[src/rtl/alu_issue_stage_pkg.sv]
// Shared ALU control codes, opcode/funct constants and the issue payload type
// for the SimpleMIPS ID/EX issue stage.
package alu_issue_stage_pkg;

    localparam int unsigned DATA_W  = 32;
    localparam int unsigned SHAMT_W = 5;
    localparam int unsigned CTRL_W  = 5;
    localparam int unsigned OP_W    = 6;

    localparam logic [CTRL_W-1:0] ALUCTRL_ADD  = 5'b00000;
    localparam logic [CTRL_W-1:0] ALUCTRL_ADDU = 5'b00001;
    localparam logic [CTRL_W-1:0] ALUCTRL_SUB  = 5'b00010;
    localparam logic [CTRL_W-1:0] ALUCTRL_SUBU = 5'b00011;
    localparam logic [CTRL_W-1:0] ALUCTRL_AND  = 5'b00100;
    localparam logic [CTRL_W-1:0] ALUCTRL_OR   = 5'b00101;
    localparam logic [CTRL_W-1:0] ALUCTRL_NOR  = 5'b00110;
    localparam logic [CTRL_W-1:0] ALUCTRL_XOR  = 5'b00111;
    localparam logic [CTRL_W-1:0] ALUCTRL_SLT  = 5'b01000;
    localparam logic [CTRL_W-1:0] ALUCTRL_SLTU = 5'b01001;
    localparam logic [CTRL_W-1:0] ALUCTRL_BNE  = 5'b01010;
    localparam logic [CTRL_W-1:0] ALUCTRL_BEQ  = 5'b01011;
    localparam logic [CTRL_W-1:0] ALUCTRL_NULL = 5'b10000;
    localparam logic [CTRL_W-1:0] ALUCTRL_SLL  = 5'b10001;
    localparam logic [CTRL_W-1:0] ALUCTRL_SRL  = 5'b10010;
    localparam logic [CTRL_W-1:0] ALUCTRL_SRA  = 5'b10011;
    localparam logic [CTRL_W-1:0] ALUCTRL_LUI  = 5'b10101;
    localparam logic [CTRL_W-1:0] ALUCTRL_JAL  = 5'b10110;

    localparam logic [OP_W-1:0] OP_RTYPE = 6'h00;
    localparam logic [OP_W-1:0] OP_JAL   = 6'h03;
    localparam logic [OP_W-1:0] OP_BEQ   = 6'h04;
    localparam logic [OP_W-1:0] OP_BNE   = 6'h05;
    localparam logic [OP_W-1:0] OP_ADDI  = 6'h08;
    localparam logic [OP_W-1:0] OP_ADDIU = 6'h09;
    localparam logic [OP_W-1:0] OP_SLTI  = 6'h0A;
    localparam logic [OP_W-1:0] OP_SLTIU = 6'h0B;
    localparam logic [OP_W-1:0] OP_ANDI  = 6'h0C;
    localparam logic [OP_W-1:0] OP_ORI   = 6'h0D;
    localparam logic [OP_W-1:0] OP_XORI  = 6'h0E;
    localparam logic [OP_W-1:0] OP_LUI   = 6'h0F;
    localparam logic [OP_W-1:0] OP_LW    = 6'h23;
    localparam logic [OP_W-1:0] OP_SW    = 6'h2B;

    localparam logic [OP_W-1:0] FUNCT_SLL  = 6'h00;
    localparam logic [OP_W-1:0] FUNCT_SRL  = 6'h02;
    localparam logic [OP_W-1:0] FUNCT_SRA  = 6'h03;
    localparam logic [OP_W-1:0] FUNCT_ADD  = 6'h20;
    localparam logic [OP_W-1:0] FUNCT_ADDU = 6'h21;
    localparam logic [OP_W-1:0] FUNCT_SUB  = 6'h22;
    localparam logic [OP_W-1:0] FUNCT_SUBU = 6'h23;
    localparam logic [OP_W-1:0] FUNCT_AND  = 6'h24;
    localparam logic [OP_W-1:0] FUNCT_OR   = 6'h25;
    localparam logic [OP_W-1:0] FUNCT_XOR  = 6'h26;
    localparam logic [OP_W-1:0] FUNCT_NOR  = 6'h27;
    localparam logic [OP_W-1:0] FUNCT_SLT  = 6'h2A;
    localparam logic [OP_W-1:0] FUNCT_SLTU = 6'h2B;

    typedef struct packed {
        logic [DATA_W-1:0]  in1;
        logic [DATA_W-1:0]  in2;
        logic [SHAMT_W-1:0] shamt;
        logic [CTRL_W-1:0]  ctrl;
    } alu_payload_t;

    function automatic alu_payload_t payload_reset();
        alu_payload_t p;
        p.in1   = '0;
        p.in2   = '0;
        p.shamt = '0;
        p.ctrl  = ALUCTRL_NULL;
        return p;
    endfunction

endpackage

[src/rtl/alu_issue_stage_op_decode.sv]
// Combinational decode of instruction word + register operands into the ALU
// operand/control payload; flags undecodable op/funct values.
module alu_op_decode
    import alu_issue_stage_pkg::*;
(
    input  logic [DATA_W-1:0] instr_i,
    input  logic [DATA_W-1:0] rs_data_i,
    input  logic [DATA_W-1:0] rt_data_i,
    input  logic [DATA_W-1:0] pc_plus4_i,
    output alu_payload_t      payload_c_o,
    output logic              illegal_c_o
);

    logic [OP_W-1:0]   op;
    logic [OP_W-1:0]   funct;
    logic [15:0]       imm;
    logic [DATA_W-1:0] imm_se;
    logic [DATA_W-1:0] imm_ze;

    assign op     = instr_i[31:26];
    assign funct  = instr_i[5:0];
    assign imm    = instr_i[15:0];
    assign imm_se = {{16{imm[15]}}, imm};
    assign imm_ze = {16'h0000, imm};

    always_comb begin
        payload_c_o.in1   = rs_data_i;
        payload_c_o.in2   = '0;
        payload_c_o.shamt = '0;
        payload_c_o.ctrl  = ALUCTRL_NULL;
        illegal_c_o       = 1'b0;

        unique case (op)
            OP_RTYPE: begin
                payload_c_o.in2 = rt_data_i;
                unique case (funct)
                    FUNCT_ADD:  payload_c_o.ctrl = ALUCTRL_ADD;
                    FUNCT_ADDU: payload_c_o.ctrl = ALUCTRL_ADDU;
                    FUNCT_SUB:  payload_c_o.ctrl = ALUCTRL_SUB;
                    FUNCT_SUBU: payload_c_o.ctrl = ALUCTRL_SUBU;
                    FUNCT_AND:  payload_c_o.ctrl = ALUCTRL_AND;
                    FUNCT_OR:   payload_c_o.ctrl = ALUCTRL_OR;
                    FUNCT_XOR:  payload_c_o.ctrl = ALUCTRL_XOR;
                    FUNCT_NOR:  payload_c_o.ctrl = ALUCTRL_NOR;
                    FUNCT_SLT:  payload_c_o.ctrl = ALUCTRL_SLT;
                    FUNCT_SLTU: payload_c_o.ctrl = ALUCTRL_SLTU;
                    FUNCT_SLL: begin
                        payload_c_o.ctrl  = ALUCTRL_SLL;
                        payload_c_o.shamt = instr_i[10:6];
                    end
                    FUNCT_SRL: begin
                        payload_c_o.ctrl  = ALUCTRL_SRL;
                        payload_c_o.shamt = instr_i[10:6];
                    end
                    FUNCT_SRA: begin
                        payload_c_o.ctrl  = ALUCTRL_SRA;
                        payload_c_o.shamt = instr_i[10:6];
                    end
                    default:    illegal_c_o = 1'b1;
                endcase
            end
            OP_ADDI:  begin payload_c_o.ctrl = ALUCTRL_ADD;  payload_c_o.in2 = imm_se; end
            OP_ADDIU: begin payload_c_o.ctrl = ALUCTRL_ADDU; payload_c_o.in2 = imm_se; end
            OP_SLTI:  begin payload_c_o.ctrl = ALUCTRL_SLT;  payload_c_o.in2 = imm_se; end
            OP_SLTIU: begin payload_c_o.ctrl = ALUCTRL_SLTU; payload_c_o.in2 = imm_se; end
            OP_ANDI:  begin payload_c_o.ctrl = ALUCTRL_AND;  payload_c_o.in2 = imm_ze; end
            OP_ORI:   begin payload_c_o.ctrl = ALUCTRL_OR;   payload_c_o.in2 = imm_ze; end
            OP_XORI:  begin payload_c_o.ctrl = ALUCTRL_XOR;  payload_c_o.in2 = imm_ze; end
            OP_LUI:   begin payload_c_o.ctrl = ALUCTRL_LUI;  payload_c_o.in2 = {imm, 16'h0000}; end
            OP_LW, OP_SW: begin
                payload_c_o.ctrl = ALUCTRL_ADD;
                payload_c_o.in2  = imm_se;
            end
            OP_BEQ:   begin payload_c_o.ctrl = ALUCTRL_BEQ;  payload_c_o.in2 = rt_data_i; end
            OP_BNE:   begin payload_c_o.ctrl = ALUCTRL_BNE;  payload_c_o.in2 = rt_data_i; end
            OP_JAL: begin
                payload_c_o.ctrl = ALUCTRL_JAL;
                payload_c_o.in1  = '0;
                payload_c_o.in2  = pc_plus4_i;
            end
            default:  illegal_c_o = 1'b1;
        endcase

        // Undecodable entries carry a neutral payload so EX does no work on them.
        if (illegal_c_o) begin
            payload_c_o = payload_reset();
        end
    end

endmodule

[src/rtl/alu_issue_stage.sv]
// ID/EX issue register: one-deep valid/ready stage holding the decoded ALU
// payload, with synchronous flush for branch/jump squash.
module alu_issue_stage
    import alu_issue_stage_pkg::*;
#(
    parameter int unsigned DW = 32
) (
    input  logic          clk,
    input  logic          rst,
    input  logic          InValid,
    output logic          InReady,
    input  logic [DW-1:0] Instr,
    input  logic [DW-1:0] RsData,
    input  logic [DW-1:0] RtData,
    input  logic [DW-1:0] PcPlus4,
    input  logic          Flush,
    output logic          OutValid,
    input  logic          OutReady,
    output logic [DW-1:0] ALUIn1,
    output logic [DW-1:0] ALUIn2,
    output logic [4:0]    ALUInShamt,
    output logic [4:0]    ALUCtrl,
    output logic          Illegal
);

    alu_payload_t dec_payload;
    logic         dec_illegal;
    logic         accept;

    alu_payload_t payload_d, payload_q;
    logic         illegal_d, illegal_q;
    logic         valid_d,   valid_q;

    alu_op_decode u_decode (
        .instr_i     (Instr),
        .rs_data_i   (RsData),
        .rt_data_i   (RtData),
        .pc_plus4_i  (PcPlus4),
        .payload_c_o (dec_payload),
        .illegal_c_o (dec_illegal)
    );

    // Ready whenever the slot is empty or being drained this cycle.
    assign InReady = ~valid_q | OutReady;
    assign accept  = InValid & InReady & ~Flush;

    always_comb begin
        valid_d   = valid_q;
        payload_d = payload_q;
        illegal_d = illegal_q;
        if (Flush) begin
            valid_d   = 1'b0;
            payload_d = payload_reset();
            illegal_d = 1'b0;
        end else if (accept) begin
            valid_d   = 1'b1;
            payload_d = dec_payload;
            illegal_d = dec_illegal;
        end else if (OutReady) begin
            valid_d   = 1'b0;
        end
    end

    always_ff @(posedge clk) begin
        if (rst) begin
            valid_q   <= 1'b0;
            payload_q <= payload_reset();
            illegal_q <= 1'b0;
        end else begin
            valid_q   <= valid_d;
            payload_q <= payload_d;
            illegal_q <= illegal_d;
        end
    end

    assign OutValid   = valid_q;
    assign ALUIn1     = payload_q.in1;
    assign ALUIn2     = payload_q.in2;
    assign ALUInShamt = payload_q.shamt;
    assign ALUCtrl    = payload_q.ctrl;
    assign Illegal    = illegal_q;

endmodule

[config.mk]
export PLATFORM = sky130hd
export DESIGN_NAME = alu_issue_stage
export DESIGN_NICKNAME = d
export VERILOG_FILES = /design/src/rtl/alu_issue_stage_pkg.sv /design/src/rtl/alu_issue_stage_op_decode.sv /design/src/rtl/alu_issue_stage.sv
export SDC_FILE = /design/constraint.sdc
export NUM_CORES = 1
export LEC_CHECK = 0
export CORE_ASPECT_RATIO = 2
export CORE_MARGIN = 8
export CORE_UTILIZATION = 35
export CTS_CLUSTER_DIAMETER = 100
export DETAILED_ROUTE_END_ITERATION = 12
export HOLD_SLACK_MARGIN = 0.02
export PLACE_DENSITY_LB_ADDON = 0.08
export SYNTH_ARGS = -nofsm -noshare
export SYNTH_HDL_FRONTEND = slang
export SYNTH_SLANG_ARGS = --single-unit
export TNS_END_PERCENT = 50
[constraint.sdc]
create_clock -name clk -period 6.5 [get_ports clk]
set_input_delay 1.625 -clock clk [delete_from_list [all_inputs] [get_ports clk]]
set_output_delay 1.625 -clock clk [all_outputs]
set_load 0.03 [all_outputs]
# Word-level counts from Yosys, hierarchy flattened
# Index checks and enable logic that the tools add are counted.
# op_classes
bitwise_logic,5
div_mod_pow,0
n_mux,11
magnitude_cmp,0
addsub,0
eq_ne,25
shift,0
mul,0
n_reduce_logical,11
# op_table
operator,n
32-bit one-hot mux with 5 select lines,1
74-bit 2-to-1 mux,1
"6-bit equality test, second input constant",12
5-bit one-hot mux with 13 select lines,1
5-bit one-hot mux with 12 select lines,1
"6-bit by 4-bit equality test with 1-bit output, second input constant",8
32-bit 2-to-1 mux,1
13-bit OR reduction,2
"6-bit by 2-bit equality test with 1-bit output, second input constant",3
"6-bit by 3-bit equality test with 1-bit output, second input constant",2
6-bit logical NOT,2
3-bit OR reduction,4
5-bit 2-to-1 mux,2
6-bit OR reduction,1
1-bit 2-to-1 mux,3
1-bit AND,2
1-bit inverter,2
1-bit one-hot mux with 2 select lines,1
2-bit nonzero test,1
2-bit OR reduction,1
1-bit OR,1
# word_totals
in_bits,133
out_inout_bits,77
rom_bits,0
latchBits,0
ramBits,0
memories,0
reg_bits,76

# Longest topological paths before layout
# Gate-level depths: netlist of run 1.
# logic_depth
word_depth,5
mapped_depth,8
depth_no_buf,5

# Modules after synthesis
# From an unflattened synthesis of run 1, not the netlist that was laid out.
# unflattened
cells_unflattened,555
area_unflattened_um2,4790.8
# by_module_without_submodules
module,area_each_um2,seq_area_each_um2,cells_per_inst,n_inst
alu_issue_stage,3438.3,1521.5,363,1
alu_op_decode,1352.5,0.0,192,1

# Worst setup path after synthesis of run 1
# OpenSTA, ideal clock, no wires.
# synth_timing
path_kind,input-to-output
startpoint,input OutReady
endpoint,output InReady
n_path_buf,0
slack_ns,2.990
t_arrival_ns,1.885
cell_stages,1
cell_sequence,nand2b_2
# synth_between
elab_chain_len,1
# synth_rtl
item,line_no,source
from (decl),alu_issue_stage.sv:18,"input logic OutReady,"
1-bit OR,alu_issue_stage.sv:44,assign InReady = ~valid_q | OutReady;
to (decl),alu_issue_stage.sv:11,"output logic InReady,"
# No other way between the ends.

# Final worst setup path of run 1
# Ends and elaborated chain as after synthesis.

==> results.txt, run 1 <==
Status - finished, final reports clean
Iter 0 DRT Violations - 202
WP buf/inv - 2
Drt first pass iters - 7
Clk root buf - clkbuf_16
Avg Vias per Cell - 5.504
Grt ovf - 0
DRC errors left - 0
Synth Area per Inst - 9.862 sq um
Register-to-register setup slack - 3.83 ns
Worst Hold Class - reg2reg
IO Pins - 210
Post-synth cell types - 51
Syn Std Cell Area - 3333 sq um
Core ar. - 9321 sq um
Crit path time final - 4.522 ns
Clk buf depth - 2
Finished Core Util - 60.05%
Leakage - 2.041 nW
Most Frequent Cell on Critical Path - clkdlybuf4s50_1
CP cell instances - clkdlybuf4s50_1, nand2b_2, clkdlybuf4s50_1
Pin count of the biggest net entering global routing - 38
Worst R2R Path Depth - 5
Placed cell area - 5305 sq um
Dpl hpwl - 9.988 mm
Die X - 85.01 microns
Post-route ant nets - 0
Startpoint types - input pin
FF+latch area - 1521 sq um
CTS resizes - 0
Slew headroom - 16.39%
WP data required - 4.88 ns
Gate Count Post-Synth - 338
Postcts setup bufs - 0
Starting Density - 35.76%
Least-Margin Pin Slew - 1.253 ns
CP max FO - 5
Design Area, Final - 5598 sq um
Setup_tns - 0 ns
RSZ-0062 raised after global routing - false
Cts-stage hold buffer count - 0
Tot Pwr - 1.107 mW
Fillers - 822
CTS tree - built
Worst skew pair latency - 0.32 ns
Reg-to-Reg End - ALUIn1[11]
Warnings from Yosys - 0
Layout net count - 651
Number of global-route vias before repair - 3651
Wire per inst - 20.37 microns
Ant diodes - 0
Pins Over Slew Limit - 0
Port buffer count - 199
Post-synth EDFFs - 0
Period utilization - 69.56%
PD cells - 197.7 nW/um^2
Row count - 50
Synth Register Bits - 76
Clk sinks - 76
CP delay by family, top - buffers and inverters
Layout cells sized above 1 - 6.501%
Overall Global Routing Usage - 19.35%
CTS Buf Count - 9
CP Class - in2out
Max IR drop VDD - 163.2 uV
Worst Hold Path EP - ALUIn2[7]
H-tree depth - 3
Reg clk slew, reported paths - 0.06 ns
CP endpoint kind - primary output
DIE AREA - 13090 sq um
Slowest CP cell - clkdlybuf4s50_1
Global-route wire length before repair - 19.89 mm
Min-delay src - ALUIn2[7]
Layout Skew - 0.003456 ns
Routed wire length - 12.77 mm
Max Clock Freq - 0.2212 GHz
Initial antenna violation count - 0
Die height - 154.0 microns
Syn nets - 471
CP arrival - 2.90 ns
Hold Crit Depth - 2
Via count - 3451
Final setup violation count - 0
Seq/Total Area, Yosys - 45.65%
Fin. Hold Viols - 0
Max stage delay on crit path - 0.68 ns
MaxCap Viol Count - 0
R2r startpoint - OutValid
Post-synthesis async set-or-reset flop share - 0%
Area of the multi-input gates - 1624 sq um
Most used DFF post-synth - dfxtp_1
Synth-to-layout area growth - 67.94%
Routability cong. - 0.8429
==> logic make-up after synthesis <==
kind of cell,synth area share [%]
buf+inv,6.118
compound gates,31.49
flops,45.65
simple gates,16.74
==> cells in the final DEF, fill, tap and decap left out, types with 9 or more instances in the layout <==
master	n
a222oi_1	16
dfxtp_1	76
o21ai_0	13
clkdlybuf4s50_1	199
nand2_1	38
a22oi_1	17
clkbuf_16	9
a22o_1	55
nand3_1	17
==> report_power, final <==
group	internal (mW)	switching [mW]
Clock	0.297	0.193
Sequential	0.469	0.00150
Combinational	0.0871	0.0593
Total	0.853	0.254
==> sequential cells by signal (all words and copies together), names as in the netlist <==
name	flops
OutValid	1
ALUCtrl	5
ALUIn1	32
ALUInShamt	5
Illegal	1
ALUIn2	32
==> cell usage after synthesis (3+ instances only) <==
cell type	number	area, sq um
a211oi_1	3	22.52
a21oi_1	4	20.02
a222oi_1	16	160.2
a22o_1	55	481.7
a22oi_1	17	127.6
buf_2	7	35.03
buf_6	7	78.83
clkbuf_1	17	63.81
dfxtp_1	76	1521
inv_1	4	15.01
nand2_1	38	142.6
nand2b_1	3	18.77
nand3_1	17	85.08
nor2_1	8	30.03
nor2b_1	4	25.02
nor3_1	4	20.02
o21ai_0	13	65.06
o21ai_1	7	35.03
==> layer usage <==
| layer | GRT usage (%) | vias to the layer above | share of wire (%) |
|---|---|---|---|
| li1 | - | 1667 | - |
| met3 | 5.499 | 23 | 6.8 |
| met1 | 19.39 | 1636 | 37 |
| met4 | 9.418 | 0 | 3.1 |
| met2 | 35.12 | 125 | 53 |
| met5 | 0 | - | 0 |
==> worst max path at each step <==
stage,from,endpoint,slack [ns],depth (start not counted)
floorplan,OutReady,InReady,2.99,1
global placement,Instr[29],ALUIn1[27],1.81,6
detailed placement,Instr[29],ALUIn1[11],1.78,6
CTS,OutReady,InReady,1.97,3
global route,Instr[29],ALUIn1[11],1.90,6
finish,OutReady,InReady,1.98,3
==> area by class of cell <==
class	count	share of cell area, %
clock buffers	10	4.090
clock inverters	6	1.140
inverters	4	0.2682
multi-input cells	225	29.01
flip-flops and latches	76	27.18
well taps	104	2.325
repair buffers	202	35.99
==> stage by stage <==
step	instances	setup slack (ns)	hold WS, ns
2_1_floorplan	338	2.990	0.5760
3_3_place_gp	611	1.812	0.4364
5_1_grt	627	1.900	0.4659
3_5_place_dp	611	1.782	0.4434
4_1_cts	627	1.969	0.4534
6_report	627	1.978	0.4504
==> worst register-to-register path: stages, from the launching register on <==
cell and delay [ns]:
dfxtp_1 0.32, nand2b_2 0.10, nor3b_2 0.34, or4b_4 0.57, nor3b_4 1.02, a22o_1 0.27
Note: power is estimated with default switching activity, not from simulation.
==> inputs of run 2 (changes only) <==
==> constraint.sdc (replaced) <==
create_clock -name clk -period 4.44 [get_ports clk]
set_input_delay 1.11 -clock clk [delete_from_list [all_inputs] [get_ports clk]]
set_output_delay 1.11 -clock clk [all_outputs]
set_load 0.03 [all_outputs]
==> run 2 against run 1 <==
  * Final cell count rose by 0.80%
  * Wire length fell by 0.27%
  * Non-clock buffer count rose by 5
  * Highest routed layer unchanged
==> results.txt, run 2 (synthesis gave the netlist of run 1 again) <==
Status - finished, final reports clean (unchanged)
IO Pins - 210 (unchanged)
Cts-stage hold buffer count - 0 (unchanged)
Clk sinks - 76 (unchanged)
Grt ovf - 0 (unchanged)
Layout cells sized above 1 - 7.576% (was 6.501%)
Fin cells - 632 (was 627)
Die height - 154.0 microns (unchanged)
H-tree depth - 3 (unchanged)
Die X - 85.01 microns (unchanged)
CTS tree - built (unchanged)
Global-route wire length before repair - 19.58 mm (was 19.89 mm)
Crit path time final - 3.495 ns
Reg clk slew, reported paths - 0.06 ns (about the same)
Drt first pass iters - 7 (unchanged)
RSZ-0062 raised after global routing - false (unchanged)
Dpl hpwl - 10.16 mm (was 9.988 mm)
Starting Density - 35.76% (unchanged)
Worst Hold Class - reg2reg (unchanged)
Least-Margin Pin Slew - 0.7761 ns (was 1.253 ns)
Post-route ant nets - 0 (unchanged)
CTS Buf Count - 9 (unchanged)
Avg Vias per Cell - 5.544 (was 5.504)
Number of global-route vias before repair - 3604 (was 3651)
CP arrival - 2.38 ns (was 2.90 ns)
Layout Skew - 0.005004 ns (was 0.003456 ns)
Initial antenna violation count - 0 (unchanged)
Leakage - 2.101 nW (was 2.041 nW)
DIE AREA - 13090 sq um (unchanged)
Iter 0 DRT Violations - 236 (was 202)
Row count - 50 (unchanged)
Via count - 3504 (was 3451)
Synth-to-layout area growth - 71.17% (was 67.94%)
Max Clock Freq - 0.2862 GHz
WP data required - 3.33 ns (was 4.88 ns)
Postcts setup bufs - 0 (unchanged)
Cells after DPL - 616 (was 611)
CP Class - in2out (unchanged)
Worst skew pair latency - 0.32 ns (about the same)
Commonest non-fill, non-tap cell in the layout - clkdlybuf4s50_1 (unchanged)
CP max FO - 5 (unchanged)
Wire per inst - 20.15 microns (was 20.37 microns)
Port buffer count - 199 (unchanged)
PD cells - 307.0 nW/um^2 (was 197.7 nW/um^2)
Period utilization - 78.71%
Slew headroom - 47.87% (was 16.39%)
Fin. Hold Viols - 0 (unchanged)
Clk buf depth - 2 (unchanged)
Most frequent cells in the layout - 199 x clkdlybuf4s50_1, 76 x dfxtp_1, 55 x a22o_1 (unchanged)
CTS resizes - 0 (unchanged)
Routed wire length - 12.74 mm (was 12.77 mm)
Layout net count - 656 (was 651)
Max IR drop VDD - 201.2 uV (was 163.2 uV)
Startpoint types - input pin (unchanged)
Clk root buf - clkbuf_16 (unchanged)
Routability cong. - 0.8192 (was 0.8429)
Ant diodes - 0 (unchanged)
Pin count of the biggest net entering global routing - 47 (was 38)
Setup_tns - 0 ns (unchanged)
DRC errors left - 0 (unchanged)
MaxCap Viol Count - 0 (unchanged)
Final setup violation count - 0 (unchanged)
Overall Global Routing Usage - 18.89% (was 19.35%)
CP endpoint kind - primary output (unchanged)
Fillers - 797 (was 822)
Core ar. - 9321 sq um (unchanged)
Pins Over Slew Limit - 0 (unchanged)
-- run 2: final timing paths --
path	start	to	slack [ns]	cells past startpoint
setup / recovery	OutReady	InReady	0.95	3
hold / removal	ALUIn2[7]	ALUIn2[7]	0.45	2
setup reg to reg	OutValid	ALUIn1[15]	2.31	6
hold reg to reg	ALUIn2[7]	ALUIn2[7]	0.45	2
-- run 2: cell type report --
| type | instances | area [sq um] | area share (%) |
|---|---|---|---|
| clock inverter | 6 | 111.4 | 1.952 |
| sequential | 76 | 1521 | 26.67 |
| multi-input combinational | 225 | 1624 | 28.46 |
| timing repair buffer | 207 | 2064 | 36.18 |
| inverter | 4 | 15.01 | 0.2632 |
| tap | 104 | 130.1 | 2.281 |
| clock buffer | 10 | 239.0 | 4.189 |
-- run 2: worst max-delay path, stage by stage --
cell and delay, ns:
clkdlybuf4s50_1 0.44, nand2b_2 0.15, clkdlybuf4s50_1 0.68
-- run 2: through the flow --
| step | power, mW | utilization [%] | worst slack, ns | hold WS (ns) | instance area [sq um] |
|---|---|---|---|---|---|
| CTS | 1.773 | 61.21 | 0.9330 | 0.4529 | 5705 |
| floorplan | 0.7808 | - | 1.674 | 0.5760 | 3333 |
| finish | 1.752 | 61.21 | 0.9453 | 0.4503 | 5705 |
| global placement | 0.9185 | 57.45 | 0.8506 | 0.4367 | 5355 |
| global route | 1.814 | 61.21 | 0.8935 | 0.4593 | 5705 |
| detailed placement | 0.9216 | 57.45 | 0.7921 | 0.4429 | 5355 |
-- run 2: metal layers --
layer | wire, microns | up-vias | part of all wire, % | track usage, %
met5 | 0 | - | 0 | 0
met2 | 6860 | 148 | 54 | 34.78
met4 | 376 | 0 | 3.0 | 8.219
met1 | 4588 | 1652 | 36 | 18.80
met3 | 912 | 24 | 7.2 | 5.499
li1 | - | 1680 | - | -
-- run 2: where the power goes --
part	leakage, nW	internal [mW]	switching (mW)
Clock	0.169	0.564	0.281
Sequential	0.613	0.686	0.00230
Combinational	1.32	0.130	0.0880
==> inputs of run 3 (changes only) <==
==> constraint.sdc (replaced) <==
create_clock -name clk -period 3.3 [get_ports clk]
set_input_delay 0.825 -clock clk [delete_from_list [all_inputs] [get_ports clk]]
set_output_delay 0.825 -clock clk [all_outputs]
set_load 0.03 [all_outputs]
==> run 3 against run 2 <==
  * Total power is 35% higher
  * First-iteration DRC count is 8.5% higher
  * Sequential cell count stayed put
  * Critical path depth is 3 higher
  * Non-clock buffer count is 19 higher
  * Cell area is 2.8% higher
  * Register-to-register slack worse by 1.3 ns
  * Core utilization is 1.7 points higher
  * Worst setup slack worse by 0.70 ns
==> results.txt, run 3 (synthesis gave the netlist of run 1 again) <==
Die height - 154.0 microns (unchanged)
Number of global-route vias before repair - 3832 (was 3604)
Placed cell area - 5510 sq um (was 5355 sq um)
Most frequent cells in the layout - 199 x clkdlybuf4s50_1, 76 x dfxtp_1, 55 x a22o_1 (unchanged)
Starting Density - 35.76% (unchanged)
Clk buf depth - 2 (unchanged)
Layout cells sized above 1 - 10.79% (was 7.576%)
Reg clk slew, reported paths - 0.06 ns (about the same)
Crit path time final - 3.054 ns
Clk root buf - clkbuf_16 (unchanged)
Wire per inst - 20.75 microns (was 20.15 microns)
H-tree depth - 3 (unchanged)
Row count - 50 (unchanged)
WP data required - 3.57 ns (was 3.33 ns)
Combinational power share - 13.2% (was 12.5%)
Postcts setup bufs - 0 (unchanged)
Design Area, Final - 5863 sq um (was 5705 sq um)
Status - finished, final reports clean (unchanged)
Cells after DPL - 635 (was 616)
Routed wire length - 13.53 mm (was 12.74 mm)
Least-Margin Pin Slew - 1.089 ns (was 0.7761 ns)
Period utilization - 92.55%
Tot Pwr - 2.359 mW (was 1.752 mW)
Fin. Hold Viols - 0 (unchanged)
Iter 0 DRT Violations - 256 (was 236)
Worst skew pair latency - 0.33 ns (was 0.32 ns)
CP endpoint kind - register (was primary output)
Die X - 85.01 microns (unchanged)
Slew headroom - 27.09% (was 47.87%)
CTS resizes - 0 (unchanged)
Core ar. - 9321 sq um (unchanged)
Avg Vias per Cell - 5.497 (was 5.544)
Layout Skew - 0.003159 ns (was 0.005004 ns)
Clk sinks - 76 (unchanged)
Via count - 3584 (was 3504)
CP arrival - 3.32 ns (was 2.38 ns)
Max Clock Freq - 0.3274 GHz
PD cells - 402.4 nW/um^2 (was 307.0 nW/um^2)
P_int - 1.850 mW (was 1.381 mW)
Leakage - 2.195 nW (was 2.101 nW)
MaxCap Viol Count - 0 (unchanged)
Port buffer count - 199 (unchanged)
Post-route ant nets - 0 (unchanged)
Max IR drop VDD - 252.0 uV (was 201.2 uV)
DRC errors left - 0 (unchanged)
Clock share of power - 47.5% (was 48.2%)
Grt ovf - 0 (unchanged)
IO Pins - 210 (unchanged)
Pins Over Slew Limit - 0 (unchanged)
Flop pwr share - 39.3% (about the same)
Net Sw Power - 509.1 uW (was 371.0 uW)
Commonest non-fill, non-tap cell in the layout - clkdlybuf4s50_1 (unchanged)
Cts-stage hold buffer count - 0 (unchanged)
CP Class - in2reg (was in2out)
CTS Buf Count - 9 (unchanged)
Pin count of the biggest net entering global routing - 34 (was 47)
Sw Share - 21.58% (was 21.18%)
DIE AREA - 13090 sq um (unchanged)
CP max FO - 16 (was 5)
CTS tree - built (unchanged)
Worst Hold Class - reg2reg (unchanged)
RSZ-0062 raised after global routing - false (unchanged)
Drt first pass iters - 8 (was 7)
Initial antenna violation count - 1 (was 0)
Layout net count - 676 (was 656)
Final setup violation count - 0 (unchanged)
Global-route wire length before repair - 20.56 mm (was 19.58 mm)
Fin cells - 652 (was 632)
Synth-to-layout area growth - 75.90% (was 71.17%)
Dpl hpwl - 10.56 mm (was 10.16 mm)
Startpoint types - input pin (unchanged)
Overall Global Routing Usage - 20.04% (was 18.89%)
Routability cong. - 0.8392 (was 0.8192)
==> run 3: power groups by stage <==
stage                     clock network, mW  logic (mW)  registers [mW]
after global routing                   1.18       0.333           0.926
after CTS                              1.15       0.312           0.926
after detailed placement                  0       0.310           0.947
after floorplan                           0      0.0926           0.958
after global placement                    0       0.307           0.947
final                                  1.12       0.312           0.926
==> run 3: worst paths after layout <==
kind,startpoint,to,slack [ns],depth (start not counted)
worst max-delay path,Instr[29],ALUIn1[21],0.25,6
worst min-delay path,ALUIn2[14],ALUIn2[14],0.45,2
worst max register to register,OutValid,ALUIn1[21],0.97,5
worst min register to register,ALUIn2[14],ALUIn2[14],0.45,2
==> run 3: per-layer routing <==
layer  global-route usage [%]  wire, microns  up-vias
li1                         -              -     1713
met1                    19.45           4664     1693
met2                    35.83           7240      141
met3                    5.926           1008       37
met4                    12.33            615        0
met5                        0              0        -
==> run 3: layout make-up <==
cell class	count	area, sq um
clock inverters	6	112.6
inverters	4	15.01
fillers	825	3458
well taps	104	130.1
clock buffers	9	225.2
diodes	1	2.502
flip-flops and latches	76	1521
multi-input cells	226	1637
repair buffers	226	2220
==> run 3: critical path, cell delays in order <==
cell,delay [ns]
clkdlybuf4s50_1,0.48
nor2b_1,0.19
a211oi_1,0.10
or4b_4,0.56
nor3b_2,0.91
a22o_1,0.25
==> run 3: through the flow <==
stage | setup slack, ns | utilization, % | TNS, ns | hold WS [ns]
CTS | 0.1309 | 62.74 | 0 | 0.4552
finish | 0.2458 | 62.90 | 0 | 0.4523
detailed placement | -0.2154 | 59.11 | -5.895 | 0.4414
global route | 0.1199 | 62.90 | 0 | 0.4829
floorplan | 0.8193 | - | 0 | 0.5760
global placement | -0.1337 | 59.11 | -4.134 | 0.4378
